==> src/rtl/mem_arb_pkg.sv <==
// Shared types and constants for the RAM data-port arbiter.
package mem_arb_pkg;

    typedef enum logic [1:0] {IDLE, ISSUE, RESP} arb_state_t;

    localparam int MEM_RD_LAT = 1;
    localparam int MAX_CH     = 8;

    // Width of a channel index; a single channel still needs one bit.
    function automatic int CH_IDX_W(input int n);
        return (n > 1) ? $clog2(n) : 1;
    endfunction

endpackage

==> src/rtl/mem_arbiter_if.sv <==
// Bundle of per-channel request signals and the RAM data port seen by the arbiter.
interface mem_arbiter_if #(
    parameter int NUM_CH = 2,
    parameter int ADDR_W = 12,
    parameter int DATA_W = 32
);
    logic [NUM_CH-1:0]        req;
    logic [NUM_CH-1:0]        we;
    logic [NUM_CH-1:0]        lock;
    logic [NUM_CH*ADDR_W-1:0] addr;
    logic [NUM_CH*DATA_W-1:0] wdata;
    logic [NUM_CH-1:0]        ack;
    logic [NUM_CH-1:0]        gnt;
    logic [DATA_W-1:0]        rdata;
    logic [ADDR_W-1:0]        mem_addr;
    logic [DATA_W-1:0]        mem_wdata;
    logic                     mem_we;
    logic                     mem_re;
    logic [DATA_W-1:0]        mem_rdata;

    // Master side is the environment: requestors plus the RAM itself.
    modport master (
        output req, we, lock, addr, wdata, mem_rdata,
        input  ack, gnt, rdata, mem_addr, mem_wdata, mem_we, mem_re
    );

    modport slave (
        input  req, we, lock, addr, wdata, mem_rdata,
        output ack, gnt, rdata, mem_addr, mem_wdata, mem_we, mem_re
    );
endinterface

==> src/rtl/mem_arbiter_rr_picker.sv <==
// Combinational round-robin picker: rotate requests so ptr is bit 0,
// isolate the lowest set bit, then rotate the one-hot back.
module rr_picker #(
    parameter int NUM_CH = 2,
    parameter int IW     = 1
) (
    input  logic [NUM_CH-1:0] req_i,
    input  logic [IW-1:0]     ptr_i,
    output logic [NUM_CH-1:0] winner_o,
    output logic              valid_o
);
    logic [2*NUM_CH-1:0] reqDbl;
    logic [NUM_CH-1:0]   reqRot;
    logic [NUM_CH-1:0]   pickRot;
    logic [2*NUM_CH-1:0] pickDbl;

    assign reqDbl  = {req_i, req_i} >> ptr_i;
    assign reqRot  = reqDbl[NUM_CH-1:0];
    assign pickRot = reqRot & (~reqRot + NUM_CH'(1));
    assign pickDbl = {pickRot, pickRot} << ptr_i;

    assign winner_o = pickDbl[2*NUM_CH-1:NUM_CH];
    assign valid_o  = |req_i;
endmodule

==> src/rtl/mem_arbiter.sv <==
// Round-robin arbiter sharing the RAM data port between NUM_CH masters.
// Define MEM_ARB_LOCK_EN to let a channel hold the grant across transactions.
module mem_arbiter
    import mem_arb_pkg::*;
#(
    parameter int NUM_CH = 2,
    parameter int ADDR_W = 12,
    parameter int DATA_W = 32
) (
    input logic          clk,
    input logic          nrst,
    mem_arbiter_if.slave bus
);
    localparam int IW = CH_IDX_W(NUM_CH);

    localparam logic [1:0] ST_IDLE  = IDLE;
    localparam logic [1:0] ST_ISSUE = ISSUE;
    localparam logic [1:0] ST_RESP  = RESP;

    logic [1:0]        state_q, state_d;
    logic [IW-1:0]     ptr_q, ptr_d;
    logic [IW-1:0]     winIdx_q, winIdx_d;
    logic [NUM_CH-1:0] gnt_q, gnt_d;
    logic [NUM_CH-1:0] ack_q, ack_d;
    logic              isWrite_q, isWrite_d;
    logic              memWe_q, memWe_d;
    logic              memRe_q, memRe_d;
    logic [ADDR_W-1:0] memAddr_q, memAddr_d;
    logic [DATA_W-1:0] memWdata_q, memWdata_d;
    logic [DATA_W-1:0] rdata_q, rdata_d;

    logic [NUM_CH-1:0] pickReq;
    logic [NUM_CH-1:0] pick;
    logic              pickValid;
    logic [IW-1:0]     pickIdx;

`ifdef MEM_ARB_LOCK_EN
    logic              locked_q, locked_d;
    logic              lockHit;
    logic [NUM_CH-1:0] winMask;

    // A live lock narrows the next arbitration to the previous winner alone.
    assign winMask = NUM_CH'(1) << winIdx_q;
    assign lockHit = locked_q && bus.req[winIdx_q];
    assign pickReq = lockHit ? winMask : bus.req;
`else
    logic unusedLock;

    assign unusedLock = ^bus.lock;
    assign pickReq    = bus.req;
`endif

    rr_picker #(
        .NUM_CH (NUM_CH),
        .IW     (IW)
    ) uPicker (
        .req_i    (pickReq),
        .ptr_i    (ptr_q),
        .winner_o (pick),
        .valid_o  (pickValid)
    );

    always_comb begin
        pickIdx = '0;
        for (int k = 0; k < NUM_CH; k++) begin
            if (pick[k]) pickIdx = IW'(k);
        end
    end

    always_comb begin
        state_d    = state_q;
        ptr_d      = ptr_q;
        winIdx_d   = winIdx_q;
        gnt_d      = gnt_q;
        ack_d      = '0;
        isWrite_d  = isWrite_q;
        memWe_d    = 1'b0;
        memRe_d    = 1'b0;
        memAddr_d  = memAddr_q;
        memWdata_d = memWdata_q;
        rdata_d    = rdata_q;
`ifdef MEM_ARB_LOCK_EN
        locked_d   = locked_q;
`endif
        case (state_q)
            ST_IDLE: begin
`ifdef MEM_ARB_LOCK_EN
                locked_d = 1'b0;
`endif
                if (pickValid) begin
                    winIdx_d   = pickIdx;
                    gnt_d      = pick;
                    isWrite_d  = bus.we[pickIdx];
                    memWe_d    = bus.we[pickIdx];
                    memRe_d    = !bus.we[pickIdx];
                    memAddr_d  = bus.addr[pickIdx*ADDR_W +: ADDR_W];
                    memWdata_d = bus.wdata[pickIdx*DATA_W +: DATA_W];
                    state_d    = ST_ISSUE;
                end
            end
            ST_ISSUE: begin
                ack_d   = gnt_q;
                state_d = ST_RESP;
            end
            ST_RESP: begin
                if (!isWrite_q) rdata_d = bus.mem_rdata;
                gnt_d   = '0;
                ptr_d   = (winIdx_q == IW'(NUM_CH - 1)) ? '0 : winIdx_q + IW'(1);
`ifdef MEM_ARB_LOCK_EN
                locked_d = bus.lock[winIdx_q];
                if (bus.lock[winIdx_q]) ptr_d = ptr_q;
`endif
                state_d = ST_IDLE;
            end
            default: state_d = ST_IDLE;
        endcase
    end

    always_ff @(posedge clk) begin
        if (!nrst) begin
            state_q    <= ST_IDLE;
            ptr_q      <= '0;
            winIdx_q   <= '0;
            gnt_q      <= '0;
            ack_q      <= '0;
            isWrite_q  <= 1'b0;
            memWe_q    <= 1'b0;
            memRe_q    <= 1'b0;
            memAddr_q  <= '0;
            memWdata_q <= '0;
            rdata_q    <= '0;
`ifdef MEM_ARB_LOCK_EN
            locked_q   <= 1'b0;
`endif
        end else begin
            state_q    <= state_d;
            ptr_q      <= ptr_d;
            winIdx_q   <= winIdx_d;
            gnt_q      <= gnt_d;
            ack_q      <= ack_d;
            isWrite_q  <= isWrite_d;
            memWe_q    <= memWe_d;
            memRe_q    <= memRe_d;
            memAddr_q  <= memAddr_d;
            memWdata_q <= memWdata_d;
            rdata_q    <= rdata_d;
`ifdef MEM_ARB_LOCK_EN
            locked_q   <= locked_d;
`endif
        end
    end

    // The RAM word arrives during RESP, so the acked read forwards it directly.
    assign bus.rdata     = (state_q == ST_RESP && !isWrite_q) ? bus.mem_rdata : rdata_q;
    assign bus.ack       = ack_q;
    assign bus.gnt       = gnt_q;
    assign bus.mem_addr  = memAddr_q;
    assign bus.mem_wdata = memWdata_q;
    assign bus.mem_we    = memWe_q;
    assign bus.mem_re    = memRe_q;
endmodule

==> src/flat_wrapper.sv <==
// flat-port wrapper written by rule: the top's interface ports become plain ports
module mem_arbiter_flat import mem_arb_pkg::*;
#(
    parameter int NUM_CH = 2,
    parameter int ADDR_W = 12,
    parameter int DATA_W = 32
)
  (clk, nrst, bus_req, bus_we, bus_lock, bus_addr, bus_wdata, bus_mem_rdata, bus_ack, bus_gnt, bus_rdata, bus_mem_addr, bus_mem_wdata, bus_mem_we, bus_mem_re);
  mem_arbiter_if #(.NUM_CH(NUM_CH), .ADDR_W(ADDR_W), .DATA_W(DATA_W)) bus_i ();
  input logic clk;
  input logic nrst;
  input wire logic [$bits(bus_i.req)-1:0] bus_req;
  input wire logic [$bits(bus_i.we)-1:0] bus_we;
  input wire logic [$bits(bus_i.lock)-1:0] bus_lock;
  input wire logic [$bits(bus_i.addr)-1:0] bus_addr;
  input wire logic [$bits(bus_i.wdata)-1:0] bus_wdata;
  input wire logic [$bits(bus_i.mem_rdata)-1:0] bus_mem_rdata;
  output wire logic [$bits(bus_i.ack)-1:0] bus_ack;
  output wire logic [$bits(bus_i.gnt)-1:0] bus_gnt;
  output wire logic [$bits(bus_i.rdata)-1:0] bus_rdata;
  output wire logic [$bits(bus_i.mem_addr)-1:0] bus_mem_addr;
  output wire logic [$bits(bus_i.mem_wdata)-1:0] bus_mem_wdata;
  output wire logic [$bits(bus_i.mem_we)-1:0] bus_mem_we;
  output wire logic [$bits(bus_i.mem_re)-1:0] bus_mem_re;
  assign bus_i.req = bus_req;
  assign bus_i.we = bus_we;
  assign bus_i.lock = bus_lock;
  assign bus_i.addr = bus_addr;
  assign bus_i.wdata = bus_wdata;
  assign bus_i.mem_rdata = bus_mem_rdata;
  assign bus_ack = bus_i.ack;
  assign bus_gnt = bus_i.gnt;
  assign bus_rdata = bus_i.rdata;
  assign bus_mem_addr = bus_i.mem_addr;
  assign bus_mem_wdata = bus_i.mem_wdata;
  assign bus_mem_we = bus_i.mem_we;
  assign bus_mem_re = bus_i.mem_re;
  mem_arbiter #(.NUM_CH(NUM_CH), .ADDR_W(ADDR_W), .DATA_W(DATA_W)) u_core (.clk(clk), .nrst(nrst), .bus(bus_i));
endmodule
==> config.mk <==
export PLATFORM = sky130hd
export DESIGN_NAME = mem_arbiter_flat
export DESIGN_NICKNAME = d
export VERILOG_FILES = /design/src/rtl/mem_arb_pkg.sv /design/src/rtl/mem_arbiter_if.sv /design/src/rtl/mem_arbiter_rr_picker.sv /design/src/rtl/mem_arbiter.sv /design/src/flat_wrapper.sv
export SDC_FILE = /design/constraint.sdc
export NUM_CORES = 1
export LEC_CHECK = 0
export BUFFER_PORTS_ARGS = -buffer_cell sky130_fd_sc_hd__buf_2
export CAP_MARGIN = 10
export CORE_MARGIN = 2
export CORE_UTILIZATION = 35
export CTS_CLUSTER_DIAMETER = 30
export DETAILED_ROUTE_END_ITERATION = 6
export PLACE_DENSITY = 0.65
export SLEW_MARGIN = 10
export SYNTH_ARGS = -nofsm -noshare
export SYNTH_HDL_FRONTEND = slang
export SYNTH_SLANG_ARGS = --single-unit
==> constraint.sdc <==
create_clock -name clk -period 3.5 [get_ports clk]
set_input_delay 0.875 -clock clk [delete_from_list [all_inputs] [get_ports clk]]
set_output_delay 0.875 -clock clk [all_outputs]
set_load 0.01 [all_outputs]
==> results.py, run 1 <==
metrics = {
    "timing": {
        "tightest_slew_ns": 1.192,
        "period_minus_slack_ns": 2.940,
        "maxSlewHeadroom_pct": 20.35,
        "fin_worst_skew_ns": 0.006793,
        "final.setup.tns_ns": 0,
        "timing.final.max_slew_violations": 0,
        "final-hold-violation-count": 0,
        "finalSetupViolCount": 0,
        "fmax_ghz": 0.3402,
        "fin_crit_sh_pct": 83.99,
        "rsz0062_at_grt": "false",
    },
    "clock_tree": {
        "cts_root_buf": "clkbuf_8",
        "postCtsSetupRepairBufs": 0,
        "cts_made_buffers": 9,
        "post_cts_resized": 0,
        "htree_levels": 3,
        "clk_latency_ns": 0.35,
        "holdBufCountCts": 0,
        "cts_tree": "yes",
        "cts_num_sinks": 87,
        "clock_path_buffers": 2,
        "path_clk_slew_ns": 0.08,
    },
    "cells_and_area": {
        "multiInputGateArea_sq_um": 1902,
        "drive_above_1_share_pct": 45.03,
        "utilization_pct": 47.32,
        "nFillCells": 1031,
        "area_growth_pct": 31.93,
        "regArea_sq_um": 1742,
        "num_antenna_cells": 0,
        "nNetsFinal": 717,
    },
    "placement": {
        "io_buffer_count": 207,
        "gp_congestion": 0.7225,
        "dp_hpwl_mm": 7.749,
    },
    "yosys": {
        "yosysWarnings": 0,
        "yosys.area.top_type": "dfxtp_1",
        "async_flop_share_pct": 0,
        "syn-cell-area_sq_um": 3871,
        "ys_ff_latch": 87,
        "netlist.area_leader.share_pct": 44.99,
        "synth_edf_count": 0,
        "syn_inst": 409,
        "synthTopCellsByArea": "dfxtp_1 45%, a311oi_1 10%, mux2_4 7.8%",
        "synth.distinct_cells": 24,
        "synth_seq_area_share_pct": 44.99,
        "synth_flop_cell": "dfxtp_1",
        "syn-num-nets": 537,
        "syn_area_per_cell_sq_um": 9.465,
    },
    "drt": {
        "post_drt_wl_per_cell_microns": 15.91,
        "wirelength_mm": 11.66,
        "drt_iter0_markers": 231,
        "vias": 3841,
        "drc": 0,
        "firstDrtPassIters": 5,
        "ant_nets": 0,
        "drt-vias-per-instance": 5.240,
    },
    "power": {
        "power.density_nw_per_um2": 437.6,
        "p_comb_share_pct": 22.6,
        "switching_power_w": 0.0006688,
        "vdd_drop_max_mv": 0.2379,
        "swShare_pct": 29.93,
        "p_int_w": 0.001566,
        "clkPwrFrac_pct": 27.7,
        "seqPwrFrac_pct": 49.7,
        "p_leak_nw": 2.349,
    },
    "worst_setup_path": {
        "critPathRequiredTime_ns": 2.62,
        "arrival_ns": 2.06,
        "worstPathCellList": "nor3b_4 > buf_4 > mux2_2 > buf_2",
        "cp_max_fo": 32,
        "worstSetupPathType": "register to output port",
        "crit_slowest_cell": "dfxtp_1",
        "end_kind": "output port",
        "start_kind": "register",
        "cpPeakStageDelay_ns": 0.47,
    },
    "floorplan": {
        "dieHeight_microns": 109.2,
        "start_util_pct": 35.87,
        "die-area_sq_um": 11920,
        "boundaryPins": 210,
        "core-area_sq_um": 10790,
        "placement_rows": 38,
        "chipWidth_microns": 109.2,
    },
    "job": {
        "cap_violations": 0,
    },
    "global_route": {
        "grt_use_total_pct": 18.72,
        "first_global_vias": 3493,
        "grt_pass1_wl_mm": 17.55,
        "grt_max_degree": 50,
        "antenna_found_initial": 0,
        "grt_overflow": 0,
    },
    "hold_path": {
        "min_path_type": "register to register",
    },
    "run_status": {
        "outcome": "finished clean",
    },
}
state kept, by name, summed over array words and instances (netlist names), 2 cells and up:
name and cells:
u_core.bus.ack 2, u_core.state_q 2, u_core.bus.mem_addr 12, u_core.bus.mem_wdata 32, u_core.bus.gnt 2, u_core.rdata_q 32
cell families after synthesis:
family	count (synthesis)	share of synthesized area (%)
flops	87	44.99
mux	32	11.25
buf+inv	48	6.205
simple gates	98	14.45
compound gates	144	23.11
layer usage:
layer	share of wire, %	wire (microns)	global-route usage (%)	vias to the layer above
met5	0	0	0	-
met4	1.5	170	6.781	0
met3	9.9	1149	5.858	13
met2	46	5407	30.92	191
met1	42	4936	22.91	1768
li1	-	-	-	1869
worst max-delay path, delay by kind of cell (launching register included):
kind	cells	cell delay, ns
multiplexers	1	0.41
buffers and inverters	2	0.61
flip-flops	1	0.47
AND/OR/NAND/NOR	1	0.21
through the flow:
| step | worst slack [ns] | hold WS (ns) | instances | area, sq um | total power [W] |
|---|---|---|---|---|---|
| 6_report | 0.5603 | 0.4286 | 733 | 5107 | 0.002235 |
| 3_5_place_dp | 0.8886 | 0.4195 | 718 | 4943 | 0.001642 |
| 4_1_cts | 0.5071 | 0.4319 | 733 | 5107 | 0.002271 |
| 5_1_grt | 0.4244 | 0.4586 | 733 | 5107 | 0.002362 |
| 2_1_floorplan | 1.383 | 0.4066 | 409 | 3871 | 0.001428 |
| 3_3_place_gp | 0.9560 | 0.4129 | 718 | 4943 | 0.001633 |
power groups by stage:
| stage | sequential (W) | combinational, W | clock [W] |
|---|---|---|---|
| global placement | 0.00113 | 0.000503 | 0 |
| detailed placement | 0.00113 | 0.000510 | 0 |
| global route | 0.00112 | 0.000555 | 0.000688 |
| CTS | 0.00111 | 0.000510 | 0.000650 |
| finish | 0.00111 | 0.000505 | 0.000619 |
| floorplan | 0.00116 | 0.000271 | 0 |
synthesized netlist by cell type (12+ instances only):
cell type / n
dfxtp_1: 87
mux2_2: 12
and2_1: 34
buf_2: 21
clkbuf_1: 18
o21ai_0: 48
a21oi_1: 49
a311oi_1: 45
nand3_1: 47
mux2_4: 20
cell type report:
cell class / instances / share of cell area (%)
Tap cell: 140 / 3.430
Clock buffer: 11 / 2.768
Sequential cell: 87 / 34.10
Multi-Input combinational cell: 274 / 37.24
Clock inverter: 4 / 0.4410
Timing Repair Buffer: 214 / 21.80
Inverter: 3 / 0.2205
final timing paths:
check / from / endpoint / slack (ns) / depth (start not counted)
worst max-delay path: u_core.state_q[1]$_SDFFE_PN0P_ / bus_rdata[8] / 0.56 / 4
worst min-delay path: u_core.winIdx_q$_SDFFE_PN0P_ / u_core.ptr_q$_SDFFE_PN0N_ / 0.43 / 1
worst max register to register: u_core.state_q[0]$_SDFFE_PN0P_ / u_core.bus.mem_wdata[3]$_SDFFE_PN0P_ / 1.56 / 3
worst min register to register: u_core.winIdx_q$_SDFFE_PN0P_ / u_core.ptr_q$_SDFFE_PN0N_ / 0.43 / 1
placed cells by master (no fill, tap or decap):
master / count
clkinv_2: 3
buf_12: 2
mux2_4: 20
a21oi_1: 49
nand3_1: 47
clkbuf_1: 1
nor2_1: 3
nand2b_2: 1
a211oi_1: 2
clkbuf_8: 10
a311oi_1: 45
and3b_1: 1
mux2_2: 12
dfxtp_1: 87
nand2_1: 2
buf_2: 207
buf_4: 5
and2_1: 34
nor3b_4: 1
o21ai_0: 48
or2_2: 2
nor2b_1: 3
nor2b_2: 1
inv_1: 3
clkinvlp_4: 1
or3_1: 1
nor2_4: 2
(Power assumes the default switching activity.)
==> run 2, diff against run 1 <==
Clock period 3.5 ns to 2.95 ns, I/O delays scaled along.
==> run 2 against run 1 <==
Combinational power is 20% higher. Non-clock buffer count is 2 higher. Clock power is 23% higher. Via count is 0.47% lower. Sequential share of layout area is 0.40 points lower. Final cell count is 0.41% higher. Core utilization is 0.56 points higher. Worst setup slack worse by 0.35 ns. Critical path type unchanged. Largest cell class unchanged. Largest power group unchanged.
==> results.py, run 2 (same netlist as run 1, synthesis figures left out) <==
metrics = {
    "run_status": {
        "outcome": "finished clean",
    },
    "job": {
        "cap_violations": 0,
    },
    "drt": {
        "drt_iter0_markers": 234,
        "ant_nets": 0,
        "drt-vias-per-instance": 5.194,
        "firstDrtPassIters": 4,
        "vias": 3823,
        "post_drt_wl_per_cell_microns": 15.91,
        "wirelength_mm": 11.71,
        "drc": 0,
    },
    "timing": {
        "maxSlewHeadroom_pct": 26.02,
        "fmax_ghz": 0.3652,
        "final-hold-violation-count": 0,
        "finalSetupViolCount": 0,
        "period_minus_slack_ns": 2.738,
        "fin_crit_sh_pct": 92.82,
        "final.setup.tns_ns": 0,
        "timing.final.max_slew_violations": 0,
        "whs_ns": 0.4278,
        "rsz0062_at_grt": "false",
        "setup_ws_ns": 0.2119,
        "tightest_slew_ns": 1.107,
        "fin_worst_skew_ns": 0.008681,
    },
    "cells_and_area": {
        "num_antenna_cells": 0,
        "drive_above_1_share_pct": 45.47,
        "fin_cells": 736,
        "nNetsFinal": 719,
        "nFillCells": 1061,
        "final_common_cell": "buf_2",
        "area_growth_pct": 33.48,
        "most-common-layout-cells": "207 x buf_2, 87 x dfxtp_1, 49 x a21oi_1",
    },
    "worst_setup_path": {
        "cp_max_fo": 29,
        "arrival_ns": 2.00,
        "worstPathCellList": "nor3b_4 > buf_12 > mux2_2 > buf_2",
        "crit_slowest_cell": "dfxtp_1",
        "worstSetupPathType": "register to output port",
        "critPathBufInv": 2,
        "cpPeakStageDelay_ns": 0.45,
        "setup.worst_path.start": "u_core.state_q[1]$_SDFFE_PN0P_",
        "critPathRequiredTime_ns": 2.21,
        "r2r_start": "u_core.state_q[0]$_SDFFE_PN0P_",
        "end_kind": "output port",
        "crit_family": "flip-flops",
        "start_kind": "register",
    },
    "clock_tree": {
        "postCtsSetupRepairBufs": 0,
        "path_clk_slew_ns": 0.09,
        "clk_latency_ns": 0.35,
        "cts_tree": "yes",
        "cts_made_buffers": 9,
        "cts_root_buf": "clkbuf_8",
        "htree_levels": 3,
        "clock_path_buffers": 2,
        "holdBufCountCts": 0,
        "cts_num_sinks": 87,
        "post_cts_resized": 0,
    },
    "global_route": {
        "first_global_vias": 3718,
        "grt_pass1_wl_mm": 18.11,
        "antenna_found_initial": 0,
        "grt_max_degree": 50,
        "grt_use_total_pct": 19.14,
        "grt_overflow": 0,
    },
    "placement": {
        "dp_cells": 720,
        "io_buffer_count": 207,
        "gp_congestion": 0.7389,
        "dp_hpwl_mm": 7.980,
        "dpl_worst_slack_ns": 0.4128,
    },
    "power": {
        "power.density_nw_per_um2": 519.8,
        "p_leak_nw": 2.370,
        "vdd_drop_max_mv": 0.2696,
    },
    "floorplan": {
        "dieHeight_microns": 109.2,
        "start_util_pct": 35.87,
        "placement_rows": 38,
        "die-area_sq_um": 11920,
        "core-area_sq_um": 10790,
        "boundaryPins": 210,
        "chipWidth_microns": 109.2,
    },
    "hold_path": {
        "min_path_type": "register to register",
        "worstHoldStart": "u_core.winIdx_q$_SDFFE_PN0P_",
    },
}
run 2: path summary, 6_finish.rpt:
kind / to / slack [ns] / cells after the start
max: bus_rdata[10] / 0.21 / 4
min: u_core.ptr_q$_SDFFE_PN0N_ / 0.43 / 1
max reg2reg: u_core.bus.mem_wdata[19]$_SDFFE_PN0P_ / 0.87 / 3
min reg2reg: u_core.ptr_q$_SDFFE_PN0N_ / 0.43 / 1
run 2: worst reg2reg max path, delay by kind of cell (launching register included):
family / cells / cell delay [ns]
flops: 1 / 0.43
simple gates: 2 / 1.21
compound gates: 1 / 0.26
run 2: final cells by class:
class / instances / area (sq um) / share of cell area, %
Multi-Input combinational cell: 274 / 1902 / 36.80
Sequential cell: 87 / 1742 / 33.70
Timing Repair Buffer: 216 / 1154 / 22.32
Tap cell: 140 / 175.2 / 3.390
Clock buffer: 10 / 137.6 / 2.663
Clock inverter: 6 / 46.29 / 0.8959
Inverter: 3 / 11.26 / 0.2179
run 2: layer usage:
layer  track usage, %  wire [microns]  vias up
met5                0               0        -
met4            5.425             113        0
met3            6.455            1069        8
met2            32.39            5468      168
met1            23.11            5060     1773
li1                 -               -     1874
run 2: power breakdown:
group          switching (W)  internal (W)
sequential         0.0000498       0.00127
clock               0.000431      0.000332
combinational       0.000332      0.000273
run 2: per-stage QoR:
| stage | area (sq um) | total power (W) | utilization, % |
|---|---|---|---|
| global placement | 4984 | 0.001941 | 46.17 |
| CTS | 5167 | 0.002719 | 47.88 |
| detailed placement | 4984 | 0.001954 | 46.17 |
| global route | 5167 | 0.002850 | 47.88 |
| finish | 5167 | 0.002686 | 47.88 |
| floorplan | 3871 | 0.001694 | - |
==> run 3, diff against run 2 <==
Settings changed: CORE_ASPECT_RATIO from default to 1.4.
==> run 3 against run 2 <==
Largest power group unchanged. Highest routed layer unchanged. Sequential share of layout area shrank 0.36 points. Clock-buffer cell count stayed put. Critical endpoint is now bus_rdata[12]. Clock power increased by 27%. Critical path type unchanged.
==> results.py, run 3 (same netlist as run 1, synthesis figures left out) <==
metrics = {
    "floorplan": {
        "die-area_sq_um": 11930,
        "start_util_pct": 35.81,
        "placement_rows": 45,
        "chipWidth_microns": 92.89,
        "core-area_sq_um": 10810,
        "boundaryPins": 210,
        "dieHeight_microns": 128.4,
    },
    "drt": {
        "drc": 0,
        "ant_nets": 0,
        "wirelength_mm": 11.36,
        "firstDrtPassIters": 4,
        "drt-vias-per-instance": 5.239,
        "post_drt_wl_per_cell_microns": 15.45,
        "drt_iter0_markers": 127,
        "vias": 3851,
    },
    "worst_setup_path": {
        "arrival_ns": 1.85,
        "cp_max_fo": 32,
        "worstSetupPathType": "register to output port",
        "end_kind": "output port",
        "start_kind": "register",
        "critPathRequiredTime_ns": 2.21,
    },
    "placement": {
        "dp_hpwl_mm": 7.698,
        "gp_congestion": 0.7378,
        "dp_cells": 722,
        "place_area_sq_um": 4980,
        "io_buffer_count": 207,
    },
    "timing": {
        "tightest_slew_ns": 0.5744,
        "finalSetupViolCount": 0,
        "timing.final.max_slew_violations": 0,
        "period_minus_slack_ns": 2.590,
        "fin_crit_sh_pct": 87.81,
        "maxSlewHeadroom_pct": 61.62,
        "fin_worst_skew_ns": 0.007036,
        "fmax_ghz": 0.3860,
        "final-hold-violation-count": 0,
        "rsz0062_at_grt": "false",
        "final.setup.tns_ns": 0,
    },
    "job": {
        "cap_violations": 0,
    },
    "clock_tree": {
        "path_clk_slew_ns": 0.06,
        "cts_root_buf": "clkbuf_16",
        "cts_made_buffers": 9,
        "clk_latency_ns": 0.33,
        "post_cts_resized": 0,
        "cts_tree": "yes",
        "htree_levels": 3,
        "clock_path_buffers": 2,
        "postCtsSetupRepairBufs": 0,
        "cts_num_sinks": 87,
        "holdBufCountCts": 0,
    },
    "cells_and_area": {
        "stdcell_area_sq_um": 5224,
        "regArea_sq_um": 1742,
        "nFillCells": 1057,
        "final_common_cell": "buf_2",
        "fin_cells": 735,
        "area_growth_pct": 34.94,
        "nNetsFinal": 720,
        "drive_above_1_share_pct": 45.03,
        "multiInputGateArea_sq_um": 1902,
        "most-common-layout-cells": "207 x buf_2, 87 x dfxtp_1, 49 x a21oi_1",
    },
    "power": {
        "p_leak_nw": 2.397,
        "vdd_drop_max_mv": 0.2484,
        "power.density_nw_per_um2": 553.7,
    },
    "run_status": {
        "outcome": "finished clean",
    },
    "global_route": {
        "grt_use_total_pct": 18.37,
        "first_global_vias": 3635,
        "grt_overflow": 0,
        "antenna_found_initial": 1,
        "grt_pass1_wl_mm": 17.43,
        "grt_max_degree": 50,
    },
    "hold_path": {
        "min_path_type": "register to register",
    },
}
==> run 3: metal layers <==
layer / vias up / global-route usage [%] / share of wire [%]
li1: 1878 / - / -
met1: 1760 / 21.91 / 42
met2: 197 / 30.65 / 47
met3: 16 / 4.567 / 8.7
met4: 0 / 9.256 / 2.0
met5: - / 0 / 0
==> run 3: layout make-up <==
| cell class | count | share of cell area [%] |
|---|---|---|
| multi-input cells | 274 | 36.41 |
| flip-flops and latches | 87 | 33.34 |
| repair buffers | 217 | 21.99 |
| clock buffers | 10 | 4.383 |
| well taps | 141 | 3.377 |
| clock inverters | 2 | 0.2395 |
| inverters | 3 | 0.2156 |
| diodes | 1 | 0.04790 |
==> run 3: path summary, 6_finish.rpt <==
path | from | to | slack (ns) | depth (start not counted)
max | u_core.state_q[1]$_SDFFE_PN0P_ | bus_rdata[12] | 0.36 | 4
min | u_core.winIdx_q$_SDFFE_PN0P_ | u_core.ptr_q$_SDFFE_PN0N_ | 0.43 | 1
max reg2reg | u_core.state_q[0]$_SDFFE_PN0P_ | u_core.bus.mem_wdata[31]$_SDFFE_PN0P_ | 1.18 | 4
min reg2reg | u_core.winIdx_q$_SDFFE_PN0P_ | u_core.ptr_q$_SDFFE_PN0N_ | 0.43 | 1
==> run 3: worst max-delay path: stages (launching register included) <==
cell	delay (ns)
dfxtp_1	0.47
nor3b_4	0.27
buf_12	0.26
mux2_2	0.37
buf_2	0.15
==> run 3: metrics by stage <==
stage          setup slack (ns)  total power (W)  utilization (%)  hold WS, ns
2_1_floorplan            0.9709         0.001694                -       0.4066
3_3_place_gp             0.7452         0.001940            46.06       0.4098
3_5_place_dp             0.7152         0.001951            46.06       0.4325
4_1_cts                  0.3416         0.002928            48.30       0.4381
5_1_grt                  0.2515         0.003039            48.30       0.4654
6_report                 0.3596         0.002892            48.32       0.4309
==> run 3: power by group <==
| part | internal [W] | total, W | switching, W |
|---|---|---|---|
| Combinational | 0.000274 | 0.000602 | 0.000328 |
| Sequential | 0.00127 | 0.00132 | 0.0000503 |
| Clock | 0.000550 | 0.000969 | 0.000419 |
| Total | 0.00209 | 0.00289 | 0.000798 |
